File: config.mk
export PLATFORM = sky130hd
export DESIGN_NAME = mips_alu_unit
export DESIGN_NICKNAME = d
export VERILOG_FILES = /design/src/rtl/mips_alu_unit.sv
export SDC_FILE = /design/constraint.sdc
export NUM_CORES = 1
export LEC_CHECK = 0
export CORE_MARGIN = 8
export CORE_UTILIZATION = 45
export CTS_CLUSTER_DIAMETER = 50
export CTS_CLUSTER_SIZE = 25
export DETAILED_ROUTE_END_ITERATION = 8
export PLACE_DENSITY = 0.79
export SLEW_MARGIN = 20
export SYNTH_ARGS = -nofsm -noshare
export SYNTH_HDL_FRONTEND = slang
export SYNTH_SLANG_ARGS = --single-unit
File: constraint.sdc
create_clock -name clk -period 7 [get_ports clk]
set_input_delay 1.4 -clock clk [delete_from_list [all_inputs] [get_ports clk]]
set_output_delay 1.4 -clock clk [all_outputs]
set_load 0.03 [all_outputs]
File: src/rtl/mips_alu_unit.sv
// ALU control decode, 32-bit ALU, PC+4 / branch-target adders and registered V/Z status flags.
// Optional feature: define ALU_OVF_EN to enable signed-overflow detection (otherwise overflow and v_flag are 0).
module mips_alu_unit (
  input  logic        clk,
  input  logic        rst_n,
  input  logic [31:0] pc,
  input  logic [31:0] a,
  input  logic [31:0] b,
  input  logic [31:0] imm_ext,
  input  logic        aluop1,
  input  logic        aluop0,
  input  logic [3:0]  funct,
  output logic [2:0]  alu_ctl,
  output logic [31:0] alu_result,
  output logic        zero,
  output logic        overflow,
  output logic [31:0] pc_plus4,
  output logic [31:0] branch_target,
  output logic        v_flag,
  output logic        z_flag
);

  logic [31:0] sum;
  logic [31:0] diff;
  logic        v_flag_d, v_flag_q;
  logic        z_flag_d, z_flag_q;

  // Rules are applied in order; a later matching rule overrides an earlier one.
  always_comb begin
    // NOTE: default assigned first so every path drives alu_ctl and no latch is inferred.
    alu_ctl = 3'b010;
    if (!aluop1 && !aluop0)              alu_ctl = 3'b010;
    if (aluop0)                          alu_ctl = 3'b110;
    if (aluop1 && (funct == 4'b0000))    alu_ctl = 3'b010;
    if (aluop1 && funct[1] && funct[3])  alu_ctl = 3'b111;
    if (aluop1 && funct[1] && !funct[3]) alu_ctl = 3'b110;
    if (aluop1 && funct[2] && funct[0])  alu_ctl = 3'b001;
    if (aluop1 && funct[2] && !funct[0]) alu_ctl = 3'b000;
  end

  assign sum  = a + b;
  assign diff = a - b;

  always_comb begin
    alu_result = '0;
    case (alu_ctl)
      3'b000:  alu_result = a & b;
      3'b001:  alu_result = a | b;
      3'b010:  alu_result = sum;
      3'b110:  alu_result = diff;
      // Signed compare directly, so the answer stays exact when a-b overflows.
      3'b111:  alu_result = {31'd0, ($signed(a) < $signed(b))};
      default: alu_result = '0;
    endcase
  end

  assign zero = (alu_result == 32'd0);

`ifdef ALU_OVF_EN
  always_comb begin
    overflow = 1'b0;
    if (alu_ctl == 3'b010)
      overflow = (a[31] == b[31]) && (sum[31] != a[31]);
    else if (alu_ctl == 3'b110)
      overflow = (a[31] != b[31]) && (diff[31] != a[31]);
  end
`else
  assign overflow = 1'b0;
`endif

  assign pc_plus4      = pc + 32'd4;
  assign branch_target = pc_plus4 + {imm_ext[29:0], 2'b00};

  assign v_flag_d = overflow;
  assign z_flag_d = zero;

  // NOTE: non-blocking assignments for state so all flops update together at the edge.
  always_ff @(posedge clk or negedge rst_n) begin
    if (!rst_n) begin
      v_flag_q <= 1'b0;
      z_flag_q <= 1'b0;
    end else begin
      v_flag_q <= v_flag_d;
      z_flag_q <= z_flag_d;
    end
  end

  assign v_flag = v_flag_q;
  assign z_flag = z_flag_q;

endmodule

# --- Word-level counts from Yosys, hierarchy flattened ---
# Index checks and enable logic that the tools add are counted.
# W data, S select, Z words.
word_totals:
  regBits: 1
  latchBits: 0
  ram_bits: 0
  romBits: 0
  input_bits: 136
  out_inout_bits: 103
  wordCells: 31
  mem_count: 0
op_classes:
  addsub: 4
  multipliers: 0
  n_div: 0
  order_cmp: 1
  n_eq_ne: 4
  shift: 0
  n_mux: 7
  bitwise_logic: 2
  reduce_logical: 12
ops:
  columns: ["op", "count"]
  rows:
  - ["$pmux W32 S5", 1]
  - ["$add A32 B32 Y32", 2]
  - ["$add A32 B3 Y32 const B", 1]
  - ["$and A32 B32 Y32", 1]
  - ["$logic_not A32 Y1", 1]
  - ["$lt A32 B32 Y1", 1]
  - ["$or A32 B32 Y32", 1]
  - ["$sub A32 B32 Y32", 1]
  - ["$mux W3", 6]
  - ["$logic_and A1 B1 Y1", 7]
  - ["$eq A3 B3 Y1 const B", 2]
  - ["$logic_not A4 Y1", 1]
  - ["$eq A3 B1 Y1 const B", 1]
  - ["$eq A3 B2 Y1 const B", 1]
  - ["$logic_not A3 Y1", 1]
  - ["$logic_not A1 Y1", 2]

# --- Longest topological paths before layout ---
depth:
  ltp_word: 10
  ltp_mapped: 18

# --- Worst setup path after synthesis ---
# Ideal clock, no wire load.
synth_timing:
  path_type: "input to output"
  start: "input a[0]"
  end: "output zero"
  arrival_ps: 5124
  t_required_ps: 5600
  path_slack_ps: 476
  stages: 15
  path_buffers: 0
  cell_sequence: "inv_1 -> ha_1 -> fa_1 -> o21ba_2 -> o21bai_1 -> nor2_1 -> o21ai_0 -> o221ai_1 -> or4b_1 -> or4_4 -> nor4_2 -> nand4b_1 -> nor4_2 -> nand4b_1 -> nor3_2"
synth_between:
  elab_chain_cells: 3
synth_rtl:
  columns: ["element", "line", "source"]
  rows:
  - ["from (decl)", "7", "input logic [31:0] a,"]
  - ["$sub A32 B32 Y32 or $add A32 B32 Y32 (tied branches)", "42, 41", null]
  - ["$pmux W32 S5 *", "46", "case (alu_ctl)"]
  - ["via alu_result[4]", "14", "output logic [31:0] alu_result,"]
  - ["$logic_not A32 Y1 *", "57", "assign zero = (alu_result == 32'd0);"]
  - ["to (decl)", "15", "output logic zero,"]
# The timed path passes the listed nets; every way through them passes the cells marked *.

# --- Final worst setup path ---
layout_timing:
  start: "input a[11]"
  end: "output zero"
layout_between:
  elab_chain_cells: 3
layout_rtl:
  columns: ["element", "line", "source"]
  rows:
  - ["$sub A32 B32 Y32, or another cell as far along", "42", "assign diff = a - b;"]
  - ["$pmux W32 S5 *", "46", null]
  - ["$logic_not A32 Y1 *", "57", null]
# Every way passes the cells marked *; elsewhere a longest branch is shown, timed or not.

==> results.md <==
- Gate Count Post-Synth: 1035
- Yosys reg bits: 1
- Worst-margin pin slew: 0.657 ns
- Max FFs per register: 1
- WS Path Type: in2out
- Final setup fails: 0
- Period minus WS final: 6.83 ns
- Filler cell count: 1394
- Synth async-reset ratio: 100%
- Clk slew on worst S/H paths: 0 ns
- Leakage: 4.67 nW
- Antenna violations before repair: 0
- Compound-Gate Fraction of Synth Area: 36.1%
- 1st-iter DRT viols: 869
- Crit-path cells: clkdlybuf4s50_1 > inv_1 > ha_1 > a21oi_1 > o31ai_2 > a2111oi_2 > nor3_1 > a311o_1 > a221o_1 > a2bb2oi_1 > o2111ai_2 > nor4_2 > nand4b_1 > nor3_2 > buf_4
- Diode count: 0
- Largest net degree at the start of global routing: 36
- Die ar.: 20100 sq um
- Setup crit start kind: input port
- Max frequency: 146 MHz
- Port Buffers: 228
- First-pass DRT Iterations: 6
- Global route overflow: 0
- CP bufs+invs: 3
- Distinct cells, synth: 89
- Adder-Cell Fraction of Synth Area: 23.6%
- Vias per cell: 5.83
- Syn avg cell area: 6.86 sq um
- Xor and xnor area share after synthesis: 7.90%
- Crit. Startpoint: a[11]
- PwrDens: 114 nW/um^2
- Wire length on met3: 2.03 mm
- Yosys warning total: 0
- Dpl hpwl: 21.8 mm
- Status: completed
- Hold Crit Class: in2async
- Multiplexer share of the synthesized area: 1.59%
- First-pass GRT wire length: 41.0 mm
- Critical path's top delay family: compound AO/OA/AOI/OAI gates
- Post-synthesis simple-gate area fraction: 21.0%
- Layout area overhead: 46.9%
- Initial core utilization: 45.3%
- Synth Cell Area: 7100 sq um
- Seq/Total Area, Yosys: 0.352%
- Die H: 142 um
- Vias: 8852
- Max incr delay on CP: 0.50 ns
- DR top layer: met4
- Maximum vdd ir drop: 0.0829 mV
- Vias in the first global route: 8227
- Routed Antenna Nets: 0
- Fin crit share: 97.6%
- Final Max Slew Viols: 0
- Crit. End Element: primary output
- Die extent in x: 142 um
- Max capacitance violation total: 0
- WP data required: 5.60 ns
- Post-synth EDFFs: 0
- Core area: 15700 sq um
- Routed wire length: 26.3 mm
- Num rows: 46
- DRT met1 WL: 10.9 mm
- GRT Overall Usage: 24.0%
- Most frequent cells in the layout: clkdlybuf4s50_1 (202), ha_1 (119), inv_1 (108), buf_4 (100), a21oi_1 (96)
- GP Congestion: 0.940
- Main synth FF type: dfrtp_1
- Final Power: 1.18 mW
- Slew margin rel.: 55.7%
- Final Hold Fails: 0
- Critical path arrival: 5.43 ns
- IO Pins: 239
- Commonest non-fill, non-tap cell in the layout: clkdlybuf4s50_1
- Hold_ws: 1.55 ns
- Largest family of logic cells by synthesized area: compound AO/OA/AOI/OAI gates
- Average wire per standard cell: 17.3 um
- Critical path's slowest cell: clkdlybuf4s50_1
- Nets: 1573
- CP Max Fanout: 4
- Share of cells above drive strength 1: 14.2%
- DRC viols: 0
- Met2 WL: 12.8 mm
==> synth_stat cells, drive strengths merged, types with 5 or more instances <==
cell type | n | share of area, %
o2111ai | 6 | 0.74
nand3 | 24 | 1.7
clkbuf | 32 | 1.7
a221o | 11 | 1.6
o211ai | 22 | 2.3
o41ai | 7 | 1.1
o21bai | 18 | 2.1
or4 | 5 | 0.58
or2 | 6 | 0.53
or3 | 8 | 0.70
xor2 | 18 | 2.2
inv | 112 | 5.9
a31oi | 12 | 1.1
o22ai | 10 | 0.88
a21o | 22 | 2.3
and3 | 10 | 0.88
o21ai | 49 | 3.5
o221ai | 12 | 1.6
nand2b | 20 | 1.8
nand4 | 9 | 0.79
mux2i | 9 | 1.3
buf | 18 | 1.8
o31ai | 7 | 0.74
nand2 | 64 | 3.4
nor3 | 29 | 2.1
nor2b | 9 | 0.83
a21oi | 98 | 7.0
ha | 129 | 23
xnor2 | 46 | 5.7
nor2 | 88 | 4.7
a211o | 7 | 0.86
nor4 | 13 | 1.4
a211oi | 16 | 1.7
o21a | 13 | 1.4
a221oi | 7 | 1.0
==> power breakdown <==
part           internal, mW  total (mW)    switching, mW
registers           0.00589     0.00589  0.0000000000169
clock network             0           0                0
logic                 0.520        1.18            0.659
total                 0.526        1.18            0.659
==> layout make-up <==
type	count	area (sq um)	share of cell area (%)
sequential	1	25.0	0.240
tap	216	270	2.59
timing repair buffer	317	2980	28.6
multi-input combinational	872	6730	64.5
inverter	113	424	4.07
==> what timing repair did <==
action / CTS / global route
setup endpoints to repair: 4 / 13
resized for setup: 7 / 65
pin swaps: 4 / 18
hold buffers: 0 / 0
setup buffers: 0 / 3
==> worst max-delay path by stage <==
stage	cells after the start	slack, ns	end
final	15	0.17	zero
after global routing	17	-0.07	zero
after CTS	15	0.005	alu_result[29]
after detailed placement	17	-0.22	zero
after global placement	17	-0.32	zero
after floorplan	15	0.48	zero
==> per-stage QoR <==
| step | instances | setup TNS, ns | setup WS (ns) | instance area, sq um | utilization (%) |
|---|---|---|---|---|---|
| 5_1_grt | 1519 | -0.0808 | -0.0721 | 10400 | 66.6 |
| 3_3_place_gp | 1516 | -0.316 | -0.316 | 10100 | 64.3 |
| 4_1_cts | 1516 | 0 | 0.00502 | 10100 | 64.4 |
| 6_report | 1519 | 0 | 0.165 | 10400 | 66.6 |
| 3_5_place_dp | 1516 | -0.271 | -0.218 | 10100 | 64.3 |
| 2_1_floorplan | 1036 | 0 | 0.476 | 7100 | - |
==> layer usage <==
metal | up-vias | track usage (%)
met5 | - | 0
met4 | 0 | 3.56
met3 | 47 | 3.33
met2 | 396 | 42.2
met1 | 4080 | 31.0
li1 | 4329 | -
==> logic make-up (layout without fill, tap and decap cells) <==
family,Yosys count,after routing
fa+ha+maj,132,132
xor+xnor,64,64
flops,1,1
buf+inv,163,430
simple gates,300,300
mux,11,11
other cells,1,2
compound gates,363,363
Note: power is estimated with default switching activity, not from simulation.
